### src/rtl/tile_feeder.sv
// tile_feeder: skewed west/north edge driver for an NxN systolic tile, with EN gating, zero flush and DONE pulse.
module tile_feeder #(
  parameter int N = 8,
  parameter int W = 16,
  parameter int K = 8
) (
  input  logic           i_clk,
  input  logic           i_rst,
  input  logic           i_start,
  output logic           o_busy,
  input  logic           i_in_valid,
  output logic           o_in_ready,
  input  logic [N*W-1:0] i_in_a,
  input  logic [N*W-1:0] i_in_b,
  output logic [N*W-1:0] o_a_edge,
  output logic [N*W-1:0] o_b_edge,
  output logic           o_tile_en,
  output logic           o_done
);
  localparam int BW = $clog2(K) + 1;
  localparam int FW = $clog2(2*N-2) + 1;
  typedef enum logic [1:0] {S_IDLE, S_STREAM, S_FLUSH, S_FIN} state_t;
  state_t        r_state, w_next;
  logic [BW-1:0] r_beat;
  logic [FW-1:0] r_flush;
  logic          r_busy, r_ready, r_en, r_done;
  logic          w_stream, w_flush, w_adv, w_last_beat, w_last_flush;
  assign w_stream     = r_state == S_STREAM;
  assign w_flush      = r_state == S_FLUSH;
  assign w_adv        = (r_ready & i_in_valid) | w_flush;
  assign w_last_beat  = r_beat == BW'(K-1);
  assign w_last_flush = r_flush == FW'(2*N-3);
  always_comb begin
    w_next = r_state == S_IDLE   ? (i_start ? S_STREAM : S_IDLE)
           : r_state == S_STREAM ? ((i_in_valid && w_last_beat) ? S_FLUSH : S_STREAM)
           : r_state == S_FLUSH  ? (w_last_flush ? S_FIN : S_FLUSH)
           : S_IDLE;
  end
  always_ff @(posedge i_clk) begin
    if (i_rst) begin
      r_state <= S_IDLE;
      r_beat  <= '0;
      r_flush <= '0;
      r_busy  <= 1'b0;
      r_ready <= 1'b0;
      r_en    <= 1'b0;
      r_done  <= 1'b0;
    end else begin
      r_state <= w_next;
      r_busy  <= w_next == S_STREAM || w_next == S_FLUSH;
      r_ready <= w_next == S_STREAM;
      r_en    <= w_adv;
      r_done  <= r_state == S_FIN;
      r_beat  <= r_state == S_IDLE ? '0 : (w_stream && i_in_valid && !w_last_beat) ? r_beat + 1'b1 : r_beat;
      r_flush <= !w_flush ? '0 : w_last_flush ? r_flush : r_flush + 1'b1;
    end
  end
  // lane i carries i+1 stages so the tile sees a diagonal wavefront
  for (genvar i = 0; i < N; i++) begin : g_lane
    logic [W-1:0] r_a [i+1];
    logic [W-1:0] r_b [i+1];
    always_ff @(posedge i_clk) begin
      if (i_rst) begin
        for (int s = 0; s <= i; s++) begin
          r_a[s] <= '0;
          r_b[s] <= '0;
        end
      end else if (w_adv) begin
        r_a[0] <= w_stream ? i_in_a[i*W +: W] : '0;
        r_b[0] <= w_stream ? i_in_b[i*W +: W] : '0;
        for (int s = 1; s <= i; s++) begin
          r_a[s] <= r_a[s-1];
          r_b[s] <= r_b[s-1];
        end
      end
    end
    assign o_a_edge[i*W +: W] = r_a[i];
    assign o_b_edge[i*W +: W] = r_b[i];
  end
  assign o_busy     = r_busy;
  assign o_in_ready = r_ready;
  assign o_tile_en  = r_en;
  assign o_done     = r_done;
endmodule
### config.mk
export PLATFORM = sky130hd
export DESIGN_NAME = tile_feeder
export DESIGN_NICKNAME = d
export VERILOG_FILES = /design/src/rtl/tile_feeder.sv
export SDC_FILE = /design/constraint.sdc
export NUM_CORES = 1
export LEC_CHECK = 0
export BUFFER_PORTS_ARGS = -buffer_cell sky130_fd_sc_hd__buf_2
export CORE_MARGIN = 2
export CORE_UTILIZATION = 29
export DETAILED_ROUTE_END_ITERATION = 10
export SETUP_SLACK_MARGIN = 0.15
export SLEW_MARGIN = 10
export SYNTH_ARGS = -nofsm -noshare
export SYNTH_HDL_FRONTEND = slang
export SYNTH_SLANG_ARGS = --single-unit
### constraint.sdc
create_clock -name i_clk -period 63.5 [get_ports i_clk]
set_input_delay 12.7 -clock i_clk [delete_from_list [all_inputs] [get_ports i_clk]]
set_output_delay 12.7 -clock i_clk [all_outputs]
set_load 0.01 [all_outputs]
* Word-level counts from Yosys, hierarchy flattened
Memory sizes are Yosys's and may differ from the RTL's. Cells that the tools add are included.
Cells by class: add/subtract/negate cells 2, eq/ne operators 7, multiplexer cells 101, bitwise gates (word level) 73, reductions and logical operators 10
Operators by type and width (number):
- $mux W16 | 88
- $or A1 B1 Y1 | 71
- $reduce_or A16 Y1 | 2
- $mux W1 | 9
- $mux W2 | 4
- $eq A2 B2 Y1 const B | 3
- $add A5 B1 Y5 const B | 1
- $eq A5 B4 Y1 const B | 1
- $add A4 B1 Y4 const B | 1
- $eq A2 B1 Y1 const B | 2
- $eq A4 B3 Y1 const B | 1
- $reduce_or A2 Y1 | 2
- $logic_and A1 B1 Y1 | 3
- $logic_not A2 Y1 | 1
- $and A1 B1 Y1 | 1
- $logic_not A1 Y1 | 1
- $logic_or A1 B1 Y1 | 1
- $not A1 Y1 | 1
Storage, ports and cells: bits in registers 15, RAM bits 1152, input bits 260, output and inout bits 260, word-level logic and storage cells 216, memories kept 16
Memories:
- g_lane[7].r_a | depth 8, width 16, read ports 8, clocked after Yosys merged registers in 0, write ports 8, line 60 | logic [W-1:0] r_a [i+1];
- g_lane[7].r_b | depth 8, width 16, read ports 8, clocked after Yosys merged registers in 0, write ports 8, line 61 | logic [W-1:0] r_b [i+1];
- g_lane[6].r_a | depth 7, width 16, read ports 7, clocked after Yosys merged registers in 0, write ports 7, line 60
- g_lane[6].r_b | depth 7, width 16, read ports 7, clocked after Yosys merged registers in 0, write ports 7, line 61
- g_lane[5].r_a | depth 6, width 16, read ports 6, clocked after Yosys merged registers in 0, write ports 6, line 60
- g_lane[5].r_b | depth 6, width 16, read ports 6, clocked after Yosys merged registers in 0, write ports 6, line 61
- +10 memories

* Logic depth before layout (Yosys ltp)
word-level depth 7, gate-level depth with buffers 7, mapped depth without buffers 7

* Worst setup path before layout
Ideal clock, no wire load.
path kind input -> register, start input i_in_valid, end memory g_lane[0].r_a[0][0], enable pin, setup time 10.604 ns, data arrival time 38.026 ns, data required time 52.896 ns, slack 14.870 ns, cell stages on the path 2, path buffers 0, cells stage by stage nand2_1 > nand3b_1
On the way: longest elaborated chain between the ends 7
RTL lines:
- start: declaration | line 11 | input logic i_in_valid,
- $and A1 B1 Y1 (*) | line 30 | assign w_adv = (r_ready & i_in_valid) | w_flush;
- $or A1 B1 Y1 (*) | line 30
- $mux W1 (*) | line 68 | end else if (w_adv) begin
- $mux W1 (*) | line 63 | if (i_rst) begin
- $mux W1 (*) | line 69 | r_a[0] <= w_stream ? i_in_a[i*W +: W] : '0;
- $reduce_or A16 Y1 (no line)
- $mux W1 (no line) (*)
- end: declaration | line 60
Every way passes the cells marked *; elsewhere a longest branch is shown, timed or not.

==> impl_metrics.toml <==
[clock_network]
h-tree-depth = 4
cts_sinks = 1167
cts_tree = "built"
cts-root-buf = "clkbuf_16"
cts-buffers-inserted = 131
post-cts-setup-buffers = 0
clkTransAtPathRegs_ns = 0.06
cts-resized-gates = 0
clockBufferDepth = 3
cts-hold-fix-buffers = 0
clk_latency_ns = 0.75

[detailed_routing]
wirelength_um = 80300
via_per_inst = 3.88
dr.pass1.iters = 5
route.detailed.drc = 0
drt_iter0_drc = 1455
ant_nets = 0
vias = 20100
drt-wirelength-per-cell_um = 15.5

[cells_and_area]
nets = 3316
drive_gt1_share_pct = 23.0
n_fill_cell = 14500
synthToLayoutAreaGrowth_pct = 18.0
final_core_util_pct = 34.3
final_cell_area_sq_um = 52000

[floorplan]
die_width_um = 394
die_area_sq_um = 155000
initial_core_util_pct = 29.1
io-pin-count = 520
num_rows = 143
die_y_um = 394
coreArea_sq_um = 151000

[sta]
slew_viol_final = 0
fin_crit_ns = 15.81
slew_headroom_pct = 21.4
rsz0062_at_grt = "no"
hold_viol = 0
period_share_pct = 24.9
worst_slew_pin_slew_ns = 1.18
skew_ns = 0.0258
report.final.setup_viol = 0
finalSetupTns_ns = 0
max_freq_mhz = 63.3

[yosys]
netlist_area_sq_um = 44100
ys_warn_count = 0
synthTopCellsByArea = "edfxtp_1 (79%), and2_1 (15%), buf_4 (2.2%)"
synth_fp_nets = 2897
synth_top_area_share_pct = 78.5
yosysSeqAreaShare_pct = 79.2
ys_types = 35
yosysTopAreaCell = "edfxtp_1"
avgSynthCellArea_sq_um = 16.7
syn_inst = 2633
ys_ff_latch = 1167

[global_route]
antenna_found_initial = 32
grt_pass1_vias = 19800
grt_max_degree = 249
grt_pass1_wl_um = 122000
grt.total_usage_pct = 10.3
grt_overflow = 0

[placement]
hpwl_um = 49700
gp_congestion = 0.770
dpl_cell_area_sq_um = 47900
port-buffer-count = 519

[power]
peakVddDrop_mv = 0.0217
power_frac_clock_pct = 42.6
leakage_uw = 0.0200
internal_power_uw = 1330
power_frac_seq_pct = 53.7
comb_power_share_pct = 3.7
fin_total_pwr_uw = 1690
p_per_area_nw_per_um2 = 32.5
switchingPower_uw = 359
switching_share_pct = 21.3

[worst_setup_path]
crit_arrival_ns = 16.16
cp-start-kind = "primary input"
cp_max_fo = 174
worstSetupPathType = "primary input to flop"
worstPathRequired_ns = 63.85
path_delay_family = "buffers and inverters"
crit_path_top_delay_cell = "buf_4"
critical-path-max-stage-delay_ns = 0.96
crit_chain = "buf_4 > nand3b_1 > buf_12 > buf_4 > buf_4"
reg2reg_depth = 5
path_common_cell = "buf_4"
endpoint_kind = "flop"
cp.depth = 5
worst-path-buf-inv = 4

[job]
drv_cap = 0

[min_path]
hold_path_depth = 1
min_path_type = "flop to flop"

[run_status]
outcome = "finished clean"
power groups by stage:
stage | sequential, uW | clock (uW) | combinational [uW]
after floorplan | 996 | 0 | 37.2
after global placement | 922 | 0 | 63.0
after detailed placement | 923 | 0 | 64.0
after CTS | 907 | 748 | 64.0
after global routing | 911 | 776 | 68.5
final | 906 | 720 | 61.8
routing by layer:
layer | track usage [%] | vias up | wire length, um
li1 | - | 9844 | -
met1 | 13.5 | 9643 | 35500
met2 | 15.2 | 457 | 36200
met3 | 3.79 | 182 | 6090
met4 | 4.31 | 20 | 2430
met5 | 0 | - | 126
metrics by stage:
stage	worst slack, ns	hold WS [ns]	std cells
finish	47.69	0.501	5188
global route	47.39	0.514	5183
CTS	47.77	0.497	5177
detailed placement	46.92	0.501	4949
global placement	46.98	0.489	4949
floorplan	14.87	0.476	2633
area by class of cell:
type	count	area [sq um]	share of cell area, %
Sequential cell	1167	34900	67.1
Multi-Input combinational cell	1208	7610	14.6
Clock buffer	161	3440	6.62
Timing Repair Buffer	542	2810	5.41
Tap cell	2030	2540	4.89
Clock inverter	67	662	1.27
Antenna cell	11	27.5	0.0529
Inverter	2	7.51	0.0144
sequential cells by signal, indices dropped and copies added (netlist names):
register	flops
o_tile_en	1
r_flush	5
o_in_ready	1
o_busy	1
g_lane.r_b	576
g_lane.r_a	576
r_state	2
r_beat	4
o_done	1
cells in the final DEF, fill, tap and decap left out, types with 4 or more instances in the layout:
cell type,netlist,final
edfxtp_1,1152,1152
and2_1,1057,1057
buf_2,90,518
clkbuf_16,0,133
nor2b_1,99,99
clkbuf_1,33,27
clkinv_1,0,22
buf_4,128,21
clkinv_2,0,18
dfxtp_1,15,15
diode_2,0,11
nor2_1,9,9
clkinv_8,0,6
bufinv_16,0,6
inv_6,0,5
nand3_1,4,4
ha_1,4,4
clkinv_16,0,4
clkinvlp_4,0,4
synthesized netlist by cell type:
cell      number
a211oi_1       2
a21boi_0       3
a21oi_1        2
a21oi_4        1
a311oi_1       1
and2_1      1057
and3b_1        2
and4b_1        1
buf_2         90
buf_4        128
clkbuf_1      33
clkbuf_2       5
dfxtp_1       15
edfxtp_1    1152
ha_1           4
inv_1          2
mux2i_1        1
nand2_1        3
nand2b_1       1
nand3_1        4
nand3b_1       2
nand4b_1       1
nor2_1         9
nor2b_1       99
nor3_1         2
nor4b_4        1
o211ai_1       1
o21a_1         1
o21ai_0        3
o21ba_2        1
o31ai_1        1
or2_1          1
or3_1          1
or4_1          1
xnor2_1        2
worst paths after layout:
path / from / slack (ns) / to
hold / removal: g_lane[5].r_b[0][5] / 0.50 / g_lane[5].r_b[1][5]
setup reg to reg: r_state[1] / 59.28 / g_lane[4].r_a[0][51]
hold reg to reg: g_lane[5].r_b[0][5] / 0.50 / g_lane[5].r_b[1][5]
setup / recovery: i_rst / 47.69 / g_lane[4].r_a[0][51]
worst reg2reg max path, stage by stage (launching register included):
cell	delay, ns
dfxtp_1	0.52
nand2b_1	0.25
nand3b_1	0.22
buf_12	0.50
buf_4	1.32
buf_4	0.95
kinds of logic after synthesis:
kind of cell / after synthesis / synth area share, %
AOI/OAI and AO/OA: 16 / 0.273
adders and majority gates: 4 / 0.114
muxes: 1 / 0.0227
DFF: 1167 / 79.2
and+or+nand+nor: 1185 / 16.8
xor gates and xnor gates: 2 / 0.0398
buffers and inverters: 258 / 3.56
Note: power is estimated with default switching activity, not from simulation.
